[src/rtl/sobel_sched_pkg.sv]
// Shared types and width helpers for the Sobel frame scheduler.
package sobel_sched_pkg;

  localparam int unsigned PIX_W = 8;

  typedef enum logic [2:0] {
    StIdle,
    StClear,
    StStream,
    StDrain,
    StDone
  } sched_state_e;

  // Counter / index widths; never below 1 bit so degenerate sizes still elaborate.
  function automatic int unsigned col_w(input int unsigned image_width);
    return (image_width > 1) ? $clog2(image_width) : 1;
  endfunction

  function automatic int unsigned row_w(input int unsigned image_height);
    return (image_height > 1) ? $clog2(image_height) : 1;
  endfunction

  function automatic int unsigned id_w(input int unsigned num_req);
    return (num_req > 1) ? $clog2(num_req) : 1;
  endfunction

endpackage

[src/rtl/sched_rr_arbiter.sv]
// Combinational round-robin pick: first set req bit at or after rr_ptr, wrapping.
module sched_rr_arbiter
  import sobel_sched_pkg::*;
#(
  parameter int unsigned NUM_REQ = 2
) (
  input  logic [NUM_REQ-1:0]          req,
  input  logic [id_w(NUM_REQ)-1:0]    rr_ptr,
  output logic [NUM_REQ-1:0]          gnt,
  output logic [id_w(NUM_REQ)-1:0]    idx,
  output logic                        any
);

  localparam int unsigned IdW = id_w(NUM_REQ);

  int unsigned cand;

  // Scan the requesters starting at the pointer; the first hit wins.
  always_comb begin
    gnt  = '0;
    idx  = '0;
    any  = 1'b0;
    cand = 0;
    for (int unsigned off = 0; off < NUM_REQ; off++) begin
      cand = (32'(rr_ptr) + off) % NUM_REQ;
      if (!any && req[cand]) begin
        any       = 1'b1;
        gnt[cand] = 1'b1;
        idx       = IdW'(cand);
      end
    end
  end

endmodule

[src/rtl/sobel_frame_scheduler.sv]
// Frame scheduler sharing one Sobel engine between NUM_REQ pixel sources.
// Grants one source per frame (round-robin), clears the engine, streams a full
// frame and forwards only interior results tagged with the owner ID.
// Optional build macro SOBEL_SCHED_TIMEOUT_EN: abort a frame after TIMEOUT
// consecutive stall cycles and pulse frame_err.
module sobel_frame_scheduler
  import sobel_sched_pkg::*;
#(
  parameter int unsigned NUM_REQ      = 2,
  parameter int unsigned IMAGE_WIDTH  = 128,
  parameter int unsigned IMAGE_HEIGHT = 128,
  parameter int unsigned TIMEOUT      = 1024
) (
  input  logic                       clk,
  input  logic                       rst,
  input  logic [NUM_REQ-1:0]         req,
  output logic [NUM_REQ-1:0]         grant,
  input  logic [NUM_REQ-1:0]         src_valid,
  input  logic [PIX_W*NUM_REQ-1:0]   src_pixel,
  output logic [NUM_REQ-1:0]         src_ready,
  output logic                       eng_clr,
  output logic                       eng_valid,
  output logic [PIX_W-1:0]           eng_pixel,
  input  logic                       eng_out_valid,
  input  logic [PIX_W-1:0]           eng_out_pixel,
  output logic                       res_valid,
  output logic [PIX_W-1:0]           res_pixel,
  output logic [id_w(NUM_REQ)-1:0]   res_id,
  output logic                       res_last,
  output logic                       frame_done,
  output logic                       frame_err,
  output logic                       busy
);

  localparam int unsigned ColW = col_w(IMAGE_WIDTH);
  localparam int unsigned RowW = row_w(IMAGE_HEIGHT);
  localparam int unsigned IdW  = id_w(NUM_REQ);

  sched_state_e         state_q, state_d;
  logic [NUM_REQ-1:0]   grant_q, grant_d;
  logic [IdW-1:0]       gidx_q, gidx_d;
  logic [IdW-1:0]       rr_ptr_q, rr_ptr_d;
  logic [ColW-1:0]      col_q, col_d;
  logic [RowW-1:0]      row_q, row_d;
  logic                 drain_q, drain_d;
  logic                 keep_q, last_q;
  logic                 res_valid_q, res_last_q;
  logic [PIX_W-1:0]     res_pixel_q;
  logic [IdW-1:0]       res_id_q;

  logic [NUM_REQ-1:0]   arb_gnt;
  logic [IdW-1:0]       arb_idx;
  logic                 arb_any;

  logic                 in_stream, sel_valid, accept;
  logic [PIX_W-1:0]     sel_pixel;
  logic                 col_last, row_last, frame_last, interior;
  logic                 timeout;

  sched_rr_arbiter #(
    .NUM_REQ (NUM_REQ)
  ) u_arb (
    .req    (req),
    .rr_ptr (rr_ptr_q),
    .gnt    (arb_gnt),
    .idx    (arb_idx),
    .any    (arb_any)
  );

  assign in_stream  = (state_q == StStream);
  assign sel_valid  = src_valid[gidx_q];
  assign sel_pixel  = src_pixel[PIX_W*int'(gidx_q) +: PIX_W];
  assign accept     = in_stream & sel_valid;
  assign col_last   = (col_q == ColW'(IMAGE_WIDTH - 1));
  assign row_last   = (row_q == RowW'(IMAGE_HEIGHT - 1));
  assign frame_last = col_last & row_last;
  // Rows 0-1 and columns 0-1 carry stale line-buffer / wrapped-window output.
  assign interior   = (row_q >= RowW'(2)) && (col_q >= ColW'(2));

`ifdef SOBEL_SCHED_TIMEOUT_EN
  localparam int unsigned StallW = $clog2(TIMEOUT + 1);

  logic [StallW-1:0] stall_q, stall_d;
  logic              abort_q, abort_d;

  // Fires on the TIMEOUT-th consecutive stalled STREAM cycle.
  assign timeout = in_stream & ~sel_valid & (stall_q == StallW'(TIMEOUT - 1));

  // Stall counter and abort flag next-state.
  always_comb begin
    stall_d = '0;
    if (in_stream && !sel_valid) begin
      stall_d = stall_q + 1'b1;
    end
    abort_d = abort_q;
    if (timeout) begin
      abort_d = 1'b1;
    end else if (state_q == StDone) begin
      abort_d = 1'b0;
    end
  end

  // Stall counter and abort flag registers.
  always_ff @(posedge clk or posedge rst) begin
    if (rst) begin
      stall_q <= '0;
      abort_q <= 1'b0;
    end else begin
      stall_q <= stall_d;
      abort_q <= abort_d;
    end
  end

  assign frame_done = (state_q == StDone) & ~abort_q;
  assign frame_err  = (state_q == StDone) & abort_q;
`else
  assign timeout    = 1'b0;
  assign frame_done = (state_q == StDone);
  assign frame_err  = 1'b0;
`endif

  // FSM next-state, pixel position counters and round-robin pointer.
  always_comb begin
    state_d  = state_q;
    grant_d  = grant_q;
    gidx_d   = gidx_q;
    rr_ptr_d = rr_ptr_q;
    col_d    = col_q;
    row_d    = row_q;
    drain_d  = 1'b0;
    unique case (state_q)
      StIdle: begin
        if (arb_any) begin
          grant_d = arb_gnt;
          gidx_d  = arb_idx;
          state_d = StClear;
        end
      end
      StClear: begin
        col_d   = '0;
        row_d   = '0;
        state_d = StStream;
      end
      StStream: begin
        if (accept) begin
          if (col_last) begin
            col_d = '0;
            row_d = row_q + 1'b1;
          end else begin
            col_d = col_q + 1'b1;
          end
          if (frame_last) begin
            state_d = StDrain;
          end
        end else if (timeout) begin
          state_d = StDone;
        end
      end
      StDrain: begin
        // Two cycles: engine output, then the registered result.
        drain_d = ~drain_q;
        if (drain_q) begin
          state_d = StDone;
        end
      end
      StDone: begin
        rr_ptr_d = (gidx_q == IdW'(NUM_REQ - 1)) ? '0 : gidx_q + 1'b1;
        grant_d  = '0;
        state_d  = StIdle;
      end
      default: state_d = StIdle;
    endcase
  end

  // Control state registers.
  always_ff @(posedge clk or posedge rst) begin
    if (rst) begin
      state_q  <= StIdle;
      grant_q  <= '0;
      gidx_q   <= '0;
      rr_ptr_q <= '0;
      col_q    <= '0;
      row_q    <= '0;
      drain_q  <= 1'b0;
    end else begin
      state_q  <= state_d;
      grant_q  <= grant_d;
      gidx_q   <= gidx_d;
      rr_ptr_q <= rr_ptr_d;
      col_q    <= col_d;
      row_q    <= row_d;
      drain_q  <= drain_d;
    end
  end

  // Tag each accepted pixel, then qualify the engine output one cycle later.
  always_ff @(posedge clk or posedge rst) begin
    if (rst) begin
      keep_q      <= 1'b0;
      last_q      <= 1'b0;
      res_valid_q <= 1'b0;
      res_last_q  <= 1'b0;
      res_pixel_q <= '0;
      res_id_q    <= '0;
    end else begin
      keep_q      <= accept & interior;
      last_q      <= accept & frame_last;
      res_valid_q <= eng_out_valid & keep_q;
      res_last_q  <= eng_out_valid & keep_q & last_q;
      if (eng_out_valid && keep_q) begin
        res_pixel_q <= eng_out_pixel;
        res_id_q    <= gidx_q;
      end
    end
  end

  assign grant     = grant_q;
  assign src_ready = in_stream ? grant_q : '0;
  assign eng_clr   = (state_q == StClear);
  assign eng_valid = accept;
  assign eng_pixel = in_stream ? sel_pixel : '0;
  assign res_valid = res_valid_q;
  assign res_pixel = res_pixel_q;
  assign res_id    = res_id_q;
  assign res_last  = res_last_q;
  assign busy      = (state_q != StIdle);

endmodule
[config.mk]
export PLATFORM = sky130hd
export DESIGN_NAME = sobel_frame_scheduler
export DESIGN_NICKNAME = d
export VERILOG_FILES = /design/src/rtl/sobel_sched_pkg.sv /design/src/rtl/sched_rr_arbiter.sv /design/src/rtl/sobel_frame_scheduler.sv
export SDC_FILE = /design/constraint.sdc
export NUM_CORES = 1
export LEC_CHECK = 0
export CAP_MARGIN = 10
export CORE_MARGIN = 1
export CORE_UTILIZATION = 50
export CTS_CLUSTER_DIAMETER = 50
export CTS_CLUSTER_SIZE = 40
export DETAILED_ROUTE_END_ITERATION = 8
export PLACE_DENSITY_LB_ADDON = 0.08
export SLEW_MARGIN = 20
export SYNTH_ARGS = -nofsm -noshare
export SYNTH_HDL_FRONTEND = slang
export SYNTH_HIERARCHICAL = 1
export SYNTH_SLANG_ARGS = --single-unit
[constraint.sdc]
create_clock -name clk -period 4.7 [get_ports clk]
set_input_delay 1.41 -clock clk [delete_from_list [all_inputs] [get_ports clk]]
set_output_delay 1.41 -clock clk [all_outputs]
set_load 0.02 [all_outputs]
==> After elaboration in Yosys (flattened, before gate mapping) <==
Index checks and enable logic that the tools add are counted.
{ "classes": {"reduce_logical": 15, "order_cmp": 7, "n_div": 0, "n_mul": 0, "add_sub_neg": 4, "shifts": 1, "n_bitwise": 8, "mux": 33, "n_eq_ne": 11} }
{ "op_table": {"columns": ["operator", "count"], "rows": [
  ["$mux 7", 4],
  ["$pmux 7 s2", 2],
  ["$shiftx 16x5->8", 1],
  ["$add 7x1->7 const B", 2],
  ["$eq 7x7->1 const B", 2],
  ["$ge 7x2->1 const B", 2],
  ["$mux 1", 14],
  ["$mux 3", 4],
  ["$pmux 3 s4", 1],
  ["$mux 2", 4],
  ["$mux 8", 1],
  ["$and 1x1->1", 6],
  ["$eq 3x2->1 const B", 2],
  ["$lt 1x2->1 const B", 3],
  ["$ne 2x1->1 const B", 3],
  ["$reduce_and 2->1", 3],
  ["$logic_and 1x1->1", 5],
  ["$ne 2x2->1 const B", 2],
  ["$pmux 2 s2", 1],
  ["$reduce_and 4->1", 1],
  ["$reduce_bool 2->1", 2],
  ["$eq 3x1->1 const B", 1],
  ["$eq 3x3->1 const B", 1],
  ["$logic_not 3->1", 1],
  ["8 further kinds", 11]
]} }
{ "word_totals": {"rom_bits": 0, "ramBits": 0, "elab_cells": 92, "latch_bits": 0, "out_inout_bits": 28, "n_memories": 0, "input_bits": 31, "regBits": 35} }

==> Logic depth before layout (Yosys ltp) <==
Gate-level depths: netlist of run 1.
{ "logic_depth": {"depth_word": 9, "ltp_mapped": 7, "ltp_nobuf": 5} }

==> Modules after synthesis <==
The synthesis of run 1 kept the hierarchy.
{ "by_module_without_submodules": {"columns": ["module", "seq_area_each_um2", "cells_each", "instances", "area_per_inst_um2"], "rows": [
  ["sobel_frame_scheduler", 875.8, 182, 1, 1838.0],
  ["sched_rr_arbiter", 0.0, 5, 1, 32.5]
]} }

==> Worst setup path before layout of run 1 <==
Ideal clock, no wire load.
{ "synth_timing": {"path_type": "input-to-output", "start": "in src_valid[1]", "end": "out eng_valid", "required_time_ps": 3290, "t_arrival_ps": 1937, "path_stages": 3, "slack_ps": 1353, "path_buffers": 0, "path_cell_list": "mux2_2 -> nand2_1 -> inv_1"} }
{ "synth_between": {"elab_chain_len": 3} }
{ "synth_lines": {"columns": ["element", "line", "rtl"], "rows": [
  ["start: declaration", "sobel_frame_scheduler.sv:18", "input logic [NUM_REQ-1:0] src_valid,"],
  ["$mux 1 (implied by the code) (2 in series)", "sobel_frame_scheduler.sv:71", "assign sel_valid = src_valid[gidx_q];"],
  ["$and 1x1->1", "sobel_frame_scheduler.sv:73", "assign accept = in_stream & sel_valid;"],
  ["end: declaration", "sobel_frame_scheduler.sv:22", "output logic eng_valid,"]
]} }
Every way passes these cells. The select of a mux whose other input is x is not followed.

==> Final worst setup path of run 1 <==
{ "layout_timing": {"start": "in src_valid[0]", "end": "out eng_valid"} }
The elaborated chain is that of the path after synthesis.

==> results.cfg, run 1 <==
[clock_tree]
clkTransAtPathRegs_ns = 0.07
holdBufCountCts = 0
numCtsBuffers = 5
root_buffer = clkbuf_8
clock_sinks = 35
cts_tree = done
cts_buffer_depth = 2
htreeDepth = 2
clk_latency_ns = 0.29
cts_resized = 0
cts_setup_buffers = 0

[timing]
finalCritPeriodShare = 0.929
slew_violations = 0
finalSetupTns_ns = 0
setup_viol = 0
whs_ns = 0.486
fin_worst_skew_ns = 0.00638
worstMarginPinSlew_ns = 0.623
rsz0062_at_grt = false
relSlewSlack = 0.585
fmax_ghz = 0.229
hold_violations = 0
fin_crit_ns = 4.37

[placement]
portBuffers = 57
gp_congestion = 0.892
dpl.hpwl_um = 3110
dp.cells = 282

[synth]
synth_edf_count = 0
synth_top_area_frac = 0.468
synth_fp_nets = 222
synth_cells = 187
ys_warn_count = 6
yosys.area.top_type = dfrtp_1
ys_async_sr_fraction = 1.00
synthTopCellsByArea = dfrtp_1 (47%), mux2_2 (6.6%), mux2i_1 (4.8%), o21ai_0 (4.3%), nand2_1 (3.0%)
ys.flop_type = dfrtp_1
yosysSeqAreaShare = 0.468
ys_types = 45
syn_avg_cell_area_um2 = 10.0
ys_ff_latch = 35
syn_area_um2 = 1870

[setup_path]
crit_path_end_kind = output port
r2r_cells = 4
start_kind = input port
r2r_slack_ns = 2.57
r2r_end = row_q[5]
worstReg2RegStart = state_q[2]
worst-endpoint-arrival_ns = 2.96
path_class = in -> out
cp_max_fo = 5
required_ns = 3.29

[grt]
grt_pass1_wl_um = 7380
grt_max_degree = 36
grt_use_total = 0.237
antenna_found_initial = 0
grt_pass1_vias = 1541
overflow = 0

[final_layout]
nFillCells = 255
drive_above_1_share = 0.107
diodes = 0
final_core_util = 0.747
area_growth_pct = 38.5
final_nets = 278
fin_cells = 290

[pwr]
vdd_ir_drop_max_mv = 0.402
p_total_mw = 1.43
p_leak_nw = 1.14
pwr_density_cell_nw_per_um2 = 551

[hold_path]
hold_path_depth = 1
holdCritPathClass = reg -> reg
min-delay-start = drain_q
worstHoldEndpoint = drain_q

[drt]
ant_nets = 0
routed_wl_um = 4330
drt-pass1-iter-count = 4
drtIter0Drc = 87
vias = 1651
wl_per_cell_um = 14.9
vias_per_cell = 5.69
drc = 0

[die]
start_util = 0.539
pin_count = 59
row_count = 21
fp.dieH_um = 63.2
dieArea_um2 = 3990
die_x_um = 63.2
core-area_um2 = 3470

[status]
outcome = finished clean

[job]
maxCapViolCount = 0
## layout by cell type (no fill, tap or decap), types with 6 or more instances in the layout
cell type        netlist  routed
clkdlybuf4s50_1        0      57
dfrtp_1               35      35
o21ai_0               16      16
nand2_1               15      15
nor2_1                12      12
mux2_2                11      11
mux2i_1                9       9
inv_1                  8       8
nand3_1                7       7
o31ai_1                6       6
## registers in the layout (all words and copies together) (netlist names)
signal     count
res_pixel      8
state_q        3
rr_ptr_q       1
keep_q         1
col_q          7
drain_q        1
gidx_q         1
grant          2
last_q         1
row_q          7
res_last       1
res_id         1
res_valid      1
## cell families after synthesis
| kind of cell | share of synthesized area |
|---|---|
| AO/OA/AOI/OAI | 0.153 |
| XOR/XNOR | 0.00468 |
| adder cells (fa/ha/maj) | 0.0268 |
| buffers and inverters | 0.0482 |
| flip-flops | 0.468 |
| multiplexers | 0.114 |
| other | 0.00200 |
| AND/OR/NAND/NOR | 0.183 |
## Yosys cell counts, drive strengths merged, types with 2 or more instances
| master | n |
|---|---|
| a21boi | 4 |
| a21oi | 7 |
| a31oi | 4 |
| a32o | 2 |
| and2 | 2 |
| and3 | 5 |
| buf | 7 |
| clkbuf | 2 |
| dfrtp | 35 |
| ha | 4 |
| inv | 8 |
| mux2 | 11 |
| mux2i | 9 |
| nand2 | 15 |
| nand3 | 7 |
| nor2 | 12 |
| nor3 | 4 |
| nor3b | 2 |
| nor4 | 3 |
| o21ai | 17 |
| o31ai | 6 |
| or3 | 3 |
| or3b | 2 |
| or4 | 3 |
## worst max-delay path, cell delays in order
cell,delay (ns)
clkdlybuf4s50_1,0.49
mux2_2,0.19
nand2_1,0.13
inv_1,0.12
clkdlybuf4s50_1,0.60
## routing by layer
layer | track usage | part of all wire | vias to the layer above
met4 | 0.0959 | 0.023 | 0
li1 | - | - | 789
met3 | 0.0562 | 0.052 | 16
met1 | 0.290 | 0.42 | 793
met2 | 0.398 | 0.50 | 53
met5 | 0 | 0 | -
## power breakdown
group / switching [mW] / total, mW / leakage (nW) / internal (mW)
logic: 0.340 / 0.639 / 0.602 / 0.300
registers: 0.0925 / 0.465 / 0.469 / 0.373
clock network: 0.112 / 0.323 / 0.0644 / 0.212
## how the worst max path moves through the flow
| stage | slack (ns) | end | start | cells after the start |
|---|---|---|---|---|
| 2_1_floorplan | 1.35 | eng_valid | src_valid[1] | 3 |
| 3_3_place_gp | 0.39 | eng_valid | src_valid[0] | 5 |
| 3_5_place_dp | 0.36 | eng_valid | src_valid[0] | 5 |
| 4_1_cts | 0.34 | eng_valid | src_valid[0] | 5 |
| 5_1_grt | 0.29 | eng_valid | src_valid[0] | 5 |
| 6_report | 0.33 | eng_valid | src_valid[0] | 5 |
## final cells by class
type	instances	area, um^2	area share
sequential	35	876	0.338
multi-input combinational	134	905	0.349
clock buffer	5	68.8	0.0266
inverter	9	38.8	0.0150
clock inverter	3	67.6	0.0261
timing repair buffer	58	578	0.223
tap	46	57.6	0.0222
## stage by stage
step / setup slack, ns / area, um^2
finish: 0.334 / 2590
global route: 0.294 / 2590
CTS: 0.342 / 2590
detailed placement: 0.356 / 2450
global placement: 0.387 / 2450
floorplan: 1.35 / 1870
No activity file was read; power rests on OpenSTA's default activity.
==> run 2: changes to the inputs <==
Settings changed: CORE_ASPECT_RATIO set to 0.8.
==> results.cfg, run 2 (synthesized netlist as in run 1, its figures left out) <==
[placement]
gp_congestion = 0.824
portBuffers = 57
placed_area_um2 = 2450
dpl.hpwl_um = 3210

[grt]
grt_max_degree = 36
grt_pass1_vias = 1631
grt_util_met3 = 0.0664
antenna_found_initial = 0
grt_use_total = 0.228
grt_busiest_layer = met2
grt_pass1_wl_um = 7180
met2_usage = 0.382
overflow = 0
use_met1 = 0.279

[timing]
slew_violations = 0
worstMarginPinSlew_ns = 0.666
finalSetupTns_ns = 0
fin_crit_ns = 4.39
setup_viol = 0
finalCritPeriodShare = 0.934
hold_violations = 0
fmax_ghz = 0.228
fin_worst_skew_ns = 0.00904
rsz0062_at_grt = false
relSlewSlack = 0.556

[hold_path]
holdCritPathClass = reg -> reg

[final_layout]
final_area_um2 = 2540
diodes = 0
area_growth_pct = 35.7
final_nets = 278
drive_above_1_share = 0.107
largest_reg_flops = 8
layout_commonest_cell = clkdlybuf4s50_1
final_core_util = 0.726
nFillCells = 237
mostFrequentLayoutCells = clkdlybuf4s50_1 (57), dfrtp_1 (35), o21ai_0 (16)

[drt]
routed_wl_um = 4310
wl_per_cell_um = 15.1
vias_per_cell = 5.79
drc = 0
vias = 1655
drtIter0Drc = 71
ant_nets = 0
drt-pass1-iter-count = 4

[setup_path]
required_ns = 3.29
worst-endpoint-arrival_ns = 2.98
crit_path_end_kind = output port
start_kind = input port
path_class = in -> out
cp_max_fo = 5

[die]
pin_count = 59
core-area_um2 = 3490
fp.dieH_um = 56.7
dieArea_um2 = 3990
die_x_um = 70.4
start_util = 0.535
row_count = 19

[clock_tree]
cts_buffer_depth = 2
cts_resized = 0
root_buffer = clkbuf_8
clkTransAtPathRegs_ns = 0.07
holdBufCountCts = 0
clk_latency_ns = 0.28
numCtsBuffers = 5
cts_tree = done
cts_setup_buffers = 0
clock_sinks = 35
htreeDepth = 2

[pwr]
p_leak_nw = 1.11
vdd_ir_drop_max_mv = 0.364
pwr_density_cell_nw_per_um2 = 520

[job]
maxCapViolCount = 0

[status]
outcome = finished clean
run 2: power breakdown:
group          leakage (nW)  switching, mW  internal, mW
Combinational         0.602          0.348         0.300
Clock                0.0402          0.108         0.103
Sequential            0.469         0.0884         0.373
run 2: critical path, stage by stage:
cell and delay [ns]:
clkdlybuf4s50_1 0.50, mux2_2 0.20, nand2_1 0.14, inv_1 0.12
clkdlybuf4s50_1 0.61
run 2: final timing paths:
| path | start | to | slack, ns | cells past startpoint |
|---|---|---|---|---|
| worst max-delay path | src_valid[0] | eng_valid | 0.31 | 5 |
| worst min-delay path | drain_q | drain_q | 0.47 | 1 |
| worst max register to register | state_q[0] | row_q[5] | 2.53 | 4 |
| worst min register to register | drain_q | drain_q | 0.47 | 1 |
| max in group asynchronous | rst | col_q[4] | 2.87 | 3 |
| min in group asynchronous | rst | col_q[3] | 1.52 | 3 |
run 2: through the flow:
stage / setup slack (ns) / cells / hold slack (ns) / power (mW)
floorplan: 1.35 / 187 / 0.422 / 0.871
global placement: 0.358 / 278 / 0.439 / 1.09
detailed placement: 0.335 / 278 / 0.459 / 1.11
CTS: 0.334 / 286 / 0.468 / 1.33
global route: 0.235 / 286 / 0.494 / 1.41
finish: 0.312 / 286 / 0.467 / 1.32
run 2: area by class of cell:
type / count / area [um^2] / area share
flip-flops and latches: 35 / 876 / 0.345
inverters: 9 / 38.8 / 0.0153
clock inverters: 3 / 20.0 / 0.00789
well taps: 42 / 52.6 / 0.0207
multi-input cells: 134 / 905 / 0.356
repair buffers: 58 / 578 / 0.228
clock buffers: 5 / 68.8 / 0.0271
run 2: routing by layer:
| metal | share of wire | vias to the layer above |
|---|---|---|
| met4 | 0.011 | 0 |
| met5 | 0 | - |
| met1 | 0.45 | 796 |
| li1 | - | 784 |
| met2 | 0.48 | 69 |
| met3 | 0.064 | 6 |
==> variant (settings of run 2) <==
Add a define of `SOBEL_SCHED_TIMEOUT_EN`.
--- a/src/rtl/sobel_frame_scheduler.sv
+++ b/src/rtl/sobel_frame_scheduler.sv
@@ -3,6 +3,8 @@
 // frame and forwards only interior results tagged with the owner ID.
 // Optional build macro SOBEL_SCHED_TIMEOUT_EN: abort a frame after TIMEOUT
 // consecutive stall cycles and pulse frame_err.
+`define SOBEL_SCHED_TIMEOUT_EN
+
 module sobel_frame_scheduler
   import sobel_sched_pkg::*;
 #(
Check against the original RTL: no difference found for any inputs over 10 cycles, from zero or initial values and one cycle with rst high; that may be too few to reach the edited logic, so the function may still have changed.
==> variant against run 2 <==
Worst setup slack better by 0.089 ns; critical path type unchanged; sequential cell count rose by 12; register-to-register slack better by 0.05 ns; largest cell class is now flip-flops and latches; total power is 8.2% lower; combinational power fell by 30%; area after synthesis grew 23%; design area grew 19%; routed wire length is 16% higher; critical endpoint unchanged.
==> variant: results (changes against run 2) <==
[route]
avgViaCountPerCell=5.38  ; -7.0%
wirelength_mm=4.98  ; +16%
vias=1841  ; +11%

[min_path]
hp-start=stall_q[0]
hold_end=stall_q[0]

[logic_synthesis]
synthMuxAreaShare=0.0880  ; -0.0264
synth.avg_cell_area_um2=10.4  ; +3.7%
synth-xor-area-share=0.0532  ; +0.0485
synth_fp_nets=258  ; +16%

[outcome]
status=finished, final reports clean

[layout]
nets=320  ; +15%

[placed_design]
portBuffers=58  ; +1.8%
place_congestion=0.836  ; +1.5%
place_inst=334  ; +20%
placed_cell_area_um2=2940  ; +20%
place_hpwl_mm=3.61  ; +12%

[pwr]
netSwitchingPower_uw=451  ; -17%
p_leak_nw=1.35  ; +22%

[setup_path]
reg2reg_depth=5  ; +1
regToRegStartpoint=state_q[2]
reg2reg_slack_ns=2.58  ; +0.05 ns

[grt]
grt_pass1_vias=1904  ; +17%
grt_max_degree=48  ; +33%

[timing]
worst_pin_slew_ns=0.968  ; +0.302 ns
hold_slack_ns=0.501  ; +0.0334 ns

[clock_network]
clock_latency_ns=0.30  ; +0.02 ns
clk_pin_slew_ns=0.09  ; +0.02 ns

variant: per-stage QoR:
step	utilization	setup slack [ns]
global route	0.703	0.315
CTS	0.703	0.384
floorplan	-	0.989
detailed placement	0.683	0.385
global placement	0.683	0.389
finish	0.703	0.400
variant: per-layer routing:
layer  wire (um)  track usage
met2        2260        0.356
met1        2360        0.316
met4          54       0.0755
met3         310       0.0628
met5           0            0
variant: area by class of cell:
type	instances	share of cell area
Sequential cell	47	0.388
Multi-Input combinational cell	160	0.350
Timing Repair Buffer	60	0.197
Clock buffer	5	0.0227
Clock inverter	3	0.00620
Inverter	10	0.0124
Tap cell	57	0.0235
variant: cells by family after synthesis:
family                   after synthesis
flip-flops                            47
adder cells (fa/ha/maj)                5
AO/OA/AOI/OAI                         29
AND/OR/NAND/NOR                       93
buffers and inverters                 15
XOR/XNOR                              14
multiplexers                          19
variant: power by group through the flow:
| stage | combinational (mW) | clock [mW] | sequential [mW] |
|---|---|---|---|
| 2_1_floorplan | 0.287 | 0 | 0.506 |
| 3_3_place_gp | 0.445 | 0 | 0.518 |
| 3_5_place_dp | 0.455 | 0 | 0.521 |
| 4_1_cts | 0.457 | 0.250 | 0.515 |
| 5_1_grt | 0.497 | 0.267 | 0.524 |
| 6_report | 0.453 | 0.244 | 0.515 |
variant: worst max-delay path by stage:
stage,endpoint,start,cells past startpoint,slack [ns]
after floorplan,eng_valid,src_valid[1],4,0.99
after detailed placement,eng_valid,src_valid[1],5,0.38
after CTS,eng_valid,src_valid[1],5,0.38
after global routing,eng_valid,src_valid[1],5,0.31
after global placement,eng_valid,src_valid[1],5,0.39
final,eng_valid,src_valid[1],5,0.40
